===== config.mk =====
export PLATFORM = sky130hd
export DESIGN_NAME = mux_scan_sequencer_flat
export DESIGN_NICKNAME = d
export VERILOG_FILES = /design/src/rtl/mux_scan_sequencer_if.sv /design/src/rtl/mux_scan_sequencer.sv /design/src/flat_wrapper.sv
export SDC_FILE = /design/constraint.sdc
export NUM_CORES = 1
export LEC_CHECK = 0
export BUFFER_PORTS_ARGS = -buffer_cell sky130_fd_sc_hd__buf_2
export CAP_MARGIN = 30
export CORE_ASPECT_RATIO = 1.1
export CORE_MARGIN = 2
export CORE_UTILIZATION = 45
export CTS_BUF_LIST = sky130_fd_sc_hd__clkbuf_4 sky130_fd_sc_hd__clkbuf_8
export DETAILED_ROUTE_END_ITERATION = 8
export GPL_TIMING_DRIVEN = 0
export PLACE_DENSITY_LB_ADDON = 0.05
export SLEW_MARGIN = 20
export SYNTH_ARGS = -nofsm -noshare
export SYNTH_HDL_FRONTEND = slang
export SYNTH_SLANG_ARGS = --single-unit

===== constraint.sdc =====
create_clock -name clk -period 2 [get_ports clk]
set_input_delay 0.2 -clock clk [delete_from_list [all_inputs] [get_ports clk]]
set_output_delay 0.2 -clock clk [all_outputs]
set_load 0.05 [all_outputs]

===== src/rtl/mux_scan_sequencer_if.sv =====
// ---------------------------------------------------------------------------
// mux_scan_if
// Bundle between the scan sequencer and the rest of the system: scan control,
// the 4:1 mux select/output pair, and the valid/ready frame port.
//
//   start        : begin a scan (seen only while the sequencer is idle)
//   continuous   : restart immediately after a frame completes
//   sel          : select lines to the 4:1 mux (00=a, 01=b, 10=c, 11=d)
//   mux_y        : mux output, synchronous to clk
//   frame        : completed frame, bit k = sample of channel k
//   frame_valid  : frame holds an unconsumed result
//   frame_ready  : consumer takes frame on an edge with frame_valid=1
//   busy         : a scan is in progress
//   overrun      : sticky, a completed frame was dropped
//   clr_overrun  : clears overrun
//
// master = sequencer side, slave = controller/consumer/mux side.
// ---------------------------------------------------------------------------
interface mux_scan_if;
   logic       start;
   logic       continuous;
   logic [1:0] sel;
   logic       mux_y;
   logic [3:0] frame;
   logic       frame_valid;
   logic       frame_ready;
   logic       busy;
   logic       overrun;
   logic       clr_overrun;

   modport master (
      input  start, continuous, mux_y, frame_ready, clr_overrun,
      output sel, frame, frame_valid, busy, overrun
   );

   modport slave (
      output start, continuous, mux_y, frame_ready, clr_overrun,
      input  sel, frame, frame_valid, busy, overrun
   );
endinterface


===== src/rtl/mux_scan_sequencer.sv =====
// ---------------------------------------------------------------------------
// mux_scan_sequencer
// Steps the select of a 4:1 mux through channels 0..3, holds each channel for
// SETTLE_CYCLES clocks, samples the mux output at the end of the hold, and
// packs the four samples into a 4-bit frame on a valid/ready port. Supports
// single-shot and continuous scanning; a frame that completes while the
// previous one is still unconsumed is dropped and flagged in sticky overrun.
//
//   clk  : system clock, rising edge
//   rst  : asynchronous, active-high reset
//   bus  : mux_scan_if.master (scan control, mux select/output, frame port)
//
// SETTLE_CYCLES : hold time per channel in clocks, 1..255
// ---------------------------------------------------------------------------
module mux_scan_sequencer #(
   parameter int SETTLE_CYCLES = 2
) (
   input  logic          clk,
   input  logic          rst,
   mux_scan_if.master    bus
);

   localparam logic [0:0] ST_IDLE = 1'b0;
   localparam logic [0:0] ST_SCAN = 1'b1;

   localparam logic [7:0] CNT_LAST = 8'(SETTLE_CYCLES - 1);

   logic [0:0] state_q,  state_d;
   logic [7:0] cnt_q,    cnt_d;
   logic [1:0] sel_q,    sel_d;
   logic [2:0] shadow_q, shadow_d;
   logic [3:0] frame_q,  frame_d;
   logic       fv_q,     fv_d;
   logic       ovr_q,    ovr_d;

   always_comb begin
      state_d  = state_q;
      cnt_d    = cnt_q;
      sel_d    = sel_q;
      shadow_d = shadow_q;
      frame_d  = frame_q;
      fv_d     = fv_q;
      ovr_d    = ovr_q;

      // Consumer handshake; a frame load later in this block overrides it,
      // which keeps frame_valid high across a simultaneous accept and load.
      if (fv_q && bus.frame_ready) begin
         fv_d = 1'b0;
      end

      // Clear first so that a same-edge overrun set below wins.
      if (bus.clr_overrun) begin
         ovr_d = 1'b0;
      end

      case (state_q)
         ST_IDLE: begin
            sel_d = 2'd0;
            cnt_d = 8'd0;
            if (bus.start) begin
               state_d = ST_SCAN;
            end
         end

         default: begin
            if (cnt_q == CNT_LAST) begin
               cnt_d = 8'd0;
               if (sel_q != 2'd3) begin
                  case (sel_q)
                     2'd0:    shadow_d[0] = bus.mux_y;
                     2'd1:    shadow_d[1] = bus.mux_y;
                     default: shadow_d[2] = bus.mux_y;
                  endcase
                  sel_d = sel_q + 2'd1;
               end else begin
                  // Channel 3 goes straight into the frame; no shadow bit needed.
                  if (!fv_q || bus.frame_ready) begin
                     frame_d = {bus.mux_y, shadow_q};
                     fv_d    = 1'b1;
                  end else begin
                     ovr_d = 1'b1;
                  end
                  sel_d = 2'd0;
                  if (!bus.continuous) begin
                     state_d = ST_IDLE;
                  end
               end
            end else begin
               cnt_d = cnt_q + 8'd1;
            end
         end
      endcase
   end

   always_ff @(posedge clk or posedge rst) begin
      if (rst) begin
         state_q  <= ST_IDLE;
         cnt_q    <= 8'd0;
         sel_q    <= 2'd0;
         shadow_q <= 3'd0;
         frame_q  <= 4'd0;
         fv_q     <= 1'b0;
         ovr_q    <= 1'b0;
      end else begin
         state_q  <= state_d;
         cnt_q    <= cnt_d;
         sel_q    <= sel_d;
         shadow_q <= shadow_d;
         frame_q  <= frame_d;
         fv_q     <= fv_d;
         ovr_q    <= ovr_d;
      end
   end

   assign bus.sel         = sel_q;
   assign bus.frame       = frame_q;
   assign bus.frame_valid = fv_q;
   assign bus.busy        = (state_q == ST_SCAN);
   assign bus.overrun     = ovr_q;

endmodule


===== src/flat_wrapper.sv =====
// flat-port wrapper written by rule: the top's interface ports become plain ports
module mux_scan_sequencer_flat 
#(
   parameter int SETTLE_CYCLES = 2
)
  (clk, rst, bus_start, bus_continuous, bus_mux_y, bus_frame_ready, bus_clr_overrun, bus_sel, bus_frame, bus_frame_valid, bus_busy, bus_overrun);
  mux_scan_if bus_i ();
  input  logic clk;
  input  logic rst;
  input wire logic [$bits(bus_i.start)-1:0] bus_start;
  input wire logic [$bits(bus_i.continuous)-1:0] bus_continuous;
  input wire logic [$bits(bus_i.mux_y)-1:0] bus_mux_y;
  input wire logic [$bits(bus_i.frame_ready)-1:0] bus_frame_ready;
  input wire logic [$bits(bus_i.clr_overrun)-1:0] bus_clr_overrun;
  output wire logic [$bits(bus_i.sel)-1:0] bus_sel;
  output wire logic [$bits(bus_i.frame)-1:0] bus_frame;
  output wire logic [$bits(bus_i.frame_valid)-1:0] bus_frame_valid;
  output wire logic [$bits(bus_i.busy)-1:0] bus_busy;
  output wire logic [$bits(bus_i.overrun)-1:0] bus_overrun;
  assign bus_i.start = bus_start;
  assign bus_i.continuous = bus_continuous;
  assign bus_i.mux_y = bus_mux_y;
  assign bus_i.frame_ready = bus_frame_ready;
  assign bus_i.clr_overrun = bus_clr_overrun;
  assign bus_sel = bus_i.sel;
  assign bus_frame = bus_i.frame;
  assign bus_frame_valid = bus_i.frame_valid;
  assign bus_busy = bus_i.busy;
  assign bus_overrun = bus_i.overrun;
  mux_scan_sequencer #(.SETTLE_CYCLES(SETTLE_CYCLES)) u_core (.clk(clk), .rst(rst), .bus(bus_i));
endmodule

# After elaboration in Yosys (flattened, before gate mapping)
# Index checks and enable logic that the tools add are counted.
# word_totals
reg_bits	20
latchBits	0
ramBits	0
romBits	0
in_bits	7
out_inout_bits	9
wordCells	46
mem_count	0
# classes
add_sub_neg	2
mul	0
n_div	0
order_cmp	0
n_eq_ne	4
n_shift	0
muxes	20
bitwise_logic	2
reduce_logical	9
# op_table
cell	n
$mux W8	2
$reduce_and A4 Y1	4
$mux W1	15
$add A8 B1 Y8 const B	1
$eq A8 B1 Y1 const B	1
$mux W2	3
$ne A2 B2 Y1 const B	2
$add A2 B1 Y2 const B	1
$eq A2 B1 Y1 const B	1
$logic_not A2 Y1	1
$not A1 Y1	2
$reduce_or A2 Y1	1
$logic_and A1 B1 Y1	1
$logic_not A1 Y1	1
$logic_or A1 B1 Y1	1

# Longest topological paths before layout
# depth
depth_word	6
ltp_mapped	5
depth_no_buf	5

# Least setup slack after synthesis
# No wires, ideal clock.
# synth_timing
kind	register to register
start	register u_core.state_q (netlist: u_core.bus.busy)
end	register u_core.frame_q[0] (netlist: u_core.bus.frame[0])
setup_ps	125
arrival_time_ps	1587
required_time_ps	1875
setup_slack_ps	289
path_stages_with_launch	4
path_buffers	0
synth_period_minus_slack_ps	1711
path_cell_list	dfrtp_1 -> nor4b_2 -> nand4_1 -> mux2_2
# synth_via
elab_chain_cells	1
# synth_rtl
item	line	rtl
start: declaration	mux_scan_sequencer.sv:28	logic [0:0] state_q, state_d;
start signal: assignment	mux_scan_sequencer.sv:105	state_q <= state_d;
$reduce_and A4 Y1 (no source line)	n/a	
end signal: assignment	mux_scan_sequencer.sv:109	frame_q <= frame_d;
end: declaration	mux_scan_sequencer.sv:32	logic [3:0] frame_q, frame_d;
# No other way between the ends.
# A chain may end at the register's enable or synchronous reset.

# Worst setup path in the final report
# layout_timing
start	register u_core.cnt_q[1]
end	register u_core.sel_q[0] (netlist: u_core.bus.sel[0])
# layout_via
elab_chain_cells	2
# layout_rtl
item	line	rtl
start: declaration	mux_scan_sequencer.sv:29	logic [7:0] cnt_q, cnt_d;
start signal: assignment	mux_scan_sequencer.sv:106	cnt_q <= cnt_d;
$eq A8 B1 Y1	mux_scan_sequencer.sv:66	if (cnt_q == CNT_LAST) begin
$ne A2 B2 Y1 (no source line)	n/a	
end signal: assignment	mux_scan_sequencer.sv:107	sel_q <= sel_d;
end: declaration	mux_scan_sequencer.sv:30	logic [1:0] sel_q, sel_d;
# No other way between the ends.

==> impl_metrics.csv <==
group,metric,value,unit
timing,final.min_clock_period,1840,ps
final_layout,layout-drive-gt1-share,0.276,
clock_network,cts_hold_buffers,0,
global_routing,vias_in_the_first_global_route,674,
clock_network,worstSkewPairLatency,300,ps
worst_setup_path,timing.critical_path.slowest_cell_delay,490,ps
route,avgRoutedWirePerCell,12.9,um
floorplan,num_rows,17,
timing,max_slew_margin,0.503,
worst_setup_path,worst_path_cell_trace,"inv_1, ha_1, or4b_4, or4_1, a21oi_1",
synth,post_synth_inst_count,86,
global_routing,grt_antenna_before_repair,0,
final_layout,final_core_utilization,0.560,
timing,holdWs,5.43,ps
pwr,power.total,1.75,mW
timing,final_setup_violating_endpoints,0,
clock_network,cts-htree-levels,1,
timing,layout_worst_path_cycle_share,0.918,
synth,syn_nets,99,
final_layout,final.fill_count,186,
floorplan,die_width,48.0,um
global_routing,grt_start_max_net_pins,21,
pwr,p_comb_frac,0.412,
route,ant_nets,0,
floorplan,floorplan.initialDensity,0.475,
timing,max_freq,545,MHz
clock_network,cts.repair.resized,0,
timing,timing.clock.skew,7.50,ps
synth,synthesis.area,960,sq um
place,pre_cts_ws,81.1,ps
clock_network,clk_pin_slew,120,ps
worst_setup_path,arrival_time_of_the_worst_setup_path,2060,ps
hold_path,worst_hold_path_type,"in2async",
clock_network,cts_made_buffers,3,
worst_setup_path,crit_family,"simple AND/OR/NAND/NOR gates",
final_layout,syn2layout_area_growth,17.9,%
worst_setup_path,path_depth,5,
final_layout,final-seq-area,500,sq um
worst_setup_path,critical_path_required,2230,ps
pwr,power.leakage,0.527,nW
floorplan,io_pins,16,
worst_setup_path,cp-end-kind,"flip-flop",
floorplan,core_area,0.00202,sq mm
place,port-buffer-count,15,
flow_run,maxCapViolations,0,
place,gp_congestion,0.713,
timing,setup_repair_after_global_routing_missed_its_margin,"false",
pwr,total_switching_power,0.728,mW
worst_setup_path,cp-start-kind,"flip-flop",
clock_network,clock-root-buffer,"sky130_fd_sc_hd__clkbuf_4",
timing,worst_pin_slew,744,ps
global_routing,global_route_total_overflow,0,
worst_setup_path,critPathKind,"reg2reg",
pwr,p_per_area,1540,mW/mm^2
pwr,sequentialPowerShare,0.401,
clock_network,cts.sink_count,20,
timing,slew_violations,0,
route,drt_first_pass_iters,4,
pwr,internal_power,1.02,mW
pwr,switching_share,0.417,
timing,worst_slack,164,ps
route,via_count,697,
route,route.detailed.vias_per_inst,5.24,
floorplan,floorplan_die_area,0.00252,sq mm
global_routing,groute.usage.overall,0.162,
route,dr.first_iter.drc_count,11,
worst_setup_path,worst_r2r_path_depth,5,
outcome,outcome,"completed",
pwr,max-vdd-ir-drop,873,uV
clock_network,tritoncts,"yes",
synth,netlist-cell-type-count,22,
global_routing,grt_first_pass_wirelength,2.83,mm
final_layout,multiInputGateArea,438,sq um
floorplan,die-height,52.4,um
pwr,power.clock.fraction,0.187,
synth,synth_seq_cells,20,
synth,yosysTopAreaCellShare,0.522,
synth,yosys-top-cells-area,"sky130_fd_sc_hd__dfrtp_1, sky130_fd_sc_hd__mux2_2, sky130_fd_sc_hd__ha_1",
worst_setup_path,cp.buffers_inverters,1,
clock_network,cts_setup_buffers,0,
route,total_drc_errors_in_the_routed_layout,0,
final_layout,antenna_cells_inserted,0,
timing,hold_violations,0,
timing,setup_total_negative_slack,0,ps
worst_setup_path,worst_path_max_delay_cell,"sky130_fd_sc_hd__or4_1",
synth,postSynthAreaPerCell,11.2,sq um
place,dp_hpwl,1.28,mm
clock_network,ctsLongestPathBuffers,2,
worst_setup_path,crit_path_max_fanout,5,
synth,synth-warning-count,0,
synth,ys_seq_area_frac,0.522,
final_layout,layout.nets,119,
route,wl,1.72,mm
synth,post-synth-top-area-cell,"sky130_fd_sc_hd__dfrtp_1",
power groups by stage:
stage / sequential [mW] / combinational (mW) / clock, mW
2_1_floorplan: 0.865 / 0.379 / 0
3_5_place_dp: 0.705 / 0.711 / 0
6_report: 0.700 / 0.720 / 0.326
3_3_place_gp: 0.696 / 0.695 / 0
5_1_grt: 0.722 / 0.801 / 0.358
4_1_cts: 0.694 / 0.714 / 0.339
flip-flops by register name, indices dropped and copies added (netlist names):
register	flops
u_core.bus.overrun	1
u_core.bus.frame	4
u_core.cnt_q	8
u_core.shadow_q	3
u_core.bus.sel	2
u_core.bus.busy	1
u_core.bus.frame_valid	1
synthesized netlist by cell type (all sizes together):
| cell type | n |
|---|---|
| o32ai | 1 |
| nand2 | 3 |
| nor4b | 2 |
| or3 | 4 |
| inv | 7 |
| o21ai | 7 |
| nor2 | 5 |
| nor3 | 1 |
| a21oi | 5 |
| o32a | 1 |
| or4b | 1 |
| dfrtp | 20 |
| xor2 | 2 |
| ha | 6 |
| nand3 | 8 |
| or4 | 1 |
| clkbuf | 1 |
| nand2b | 1 |
| xnor2 | 1 |
| mux2 | 7 |
| nand4 | 2 |
path summary, 6_finish.rpt:
path / from / end / slack (ps)
min reg2reg: u_core.bus.frame[2]$_DFFE_PP0P_ / u_core.bus.frame[2]$_DFFE_PP0P_ / 520
max in group asynchronous: rst / u_core.bus.frame_valid$_DFF_PP0_ / 1520
max: u_core.cnt_q[1]$_DFF_PP0_ / u_core.bus.sel[0]$_DFFE_PP0P_ / 160
max reg2reg: u_core.cnt_q[1]$_DFF_PP0_ / u_core.bus.sel[0]$_DFFE_PP0P_ / 160
min in group clk: bus_clr_overrun / u_core.bus.overrun$_DFF_PP0_ / 80
min: rst / u_core.shadow_q[1]$_DFFE_PP0P_ / 5
cell usage in the layout (no fill, tap or decap):
master,netlist,final
sky130_fd_sc_hd__nor3_1,1,1
sky130_fd_sc_hd__o32a_1,1,1
sky130_fd_sc_hd__buf_2,0,15
sky130_fd_sc_hd__ha_1,6,6
sky130_fd_sc_hd__inv_1,7,7
sky130_fd_sc_hd__a21oi_1,5,5
sky130_fd_sc_hd__clkbuf_1,1,1
sky130_fd_sc_hd__nor4b_2,2,1
sky130_fd_sc_hd__or4_1,1,1
sky130_fd_sc_hd__o21ai_0,6,6
sky130_fd_sc_hd__o21ai_1,1,1
sky130_fd_sc_hd__clkbuf_4,0,3
sky130_fd_sc_hd__or3_1,4,4
sky130_fd_sc_hd__nand3_1,8,8
sky130_fd_sc_hd__nand4_1,2,2
sky130_fd_sc_hd__nand2b_1,1,1
sky130_fd_sc_hd__or4b_4,1,1
sky130_fd_sc_hd__nor4b_4,0,1
sky130_fd_sc_hd__bufinv_16,0,1
sky130_fd_sc_hd__o32ai_1,1,1
sky130_fd_sc_hd__dfrtp_1,20,20
sky130_fd_sc_hd__xor2_1,2,2
sky130_fd_sc_hd__xnor2_1,1,1
sky130_fd_sc_hd__mux2_2,7,7
sky130_fd_sc_hd__nor2_1,5,5
sky130_fd_sc_hd__nand2_1,3,3
routing by layer:
metal,vias up,wire length (um),track usage
met5,-,0,0
met4,0,16,0.0811
met3,2,42,0.0310
met2,8,900,0.271
met1,341,759,0.190
li1,346,-,-
layout make-up:
cell class / count / share of cell area
sequential: 20 / 0.442
multi-input combinational: 58 / 0.387
timing repair buffer: 15 / 0.0664
tap: 28 / 0.0310
clock inverter: 1 / 0.0265
inverter: 7 / 0.0232
clock buffer: 3 / 0.0199
buffer: 1 / 0.00332
per-stage QoR:
step | std cells | area (sq um)
floorplan | 86 | 960
global placement | 129 | 1070
detailed placement | 129 | 1070
CTS | 133 | 1120
global route | 133 | 1130
finish | 133 | 1130
logic make-up after synthesis:
logic type	Yosys count	share of synthesized area
DFF	20	0.522
and+or+nand+nor	28	0.177
muxes	7	0.0821
xor gates and xnor gates	3	0.0274
AOI/OAI and AO/OA	14	0.0821
adders and majority gates	6	0.0782
buffers and inverters	8	0.0313
No activity file was read; power rests on OpenSTA's default activity.
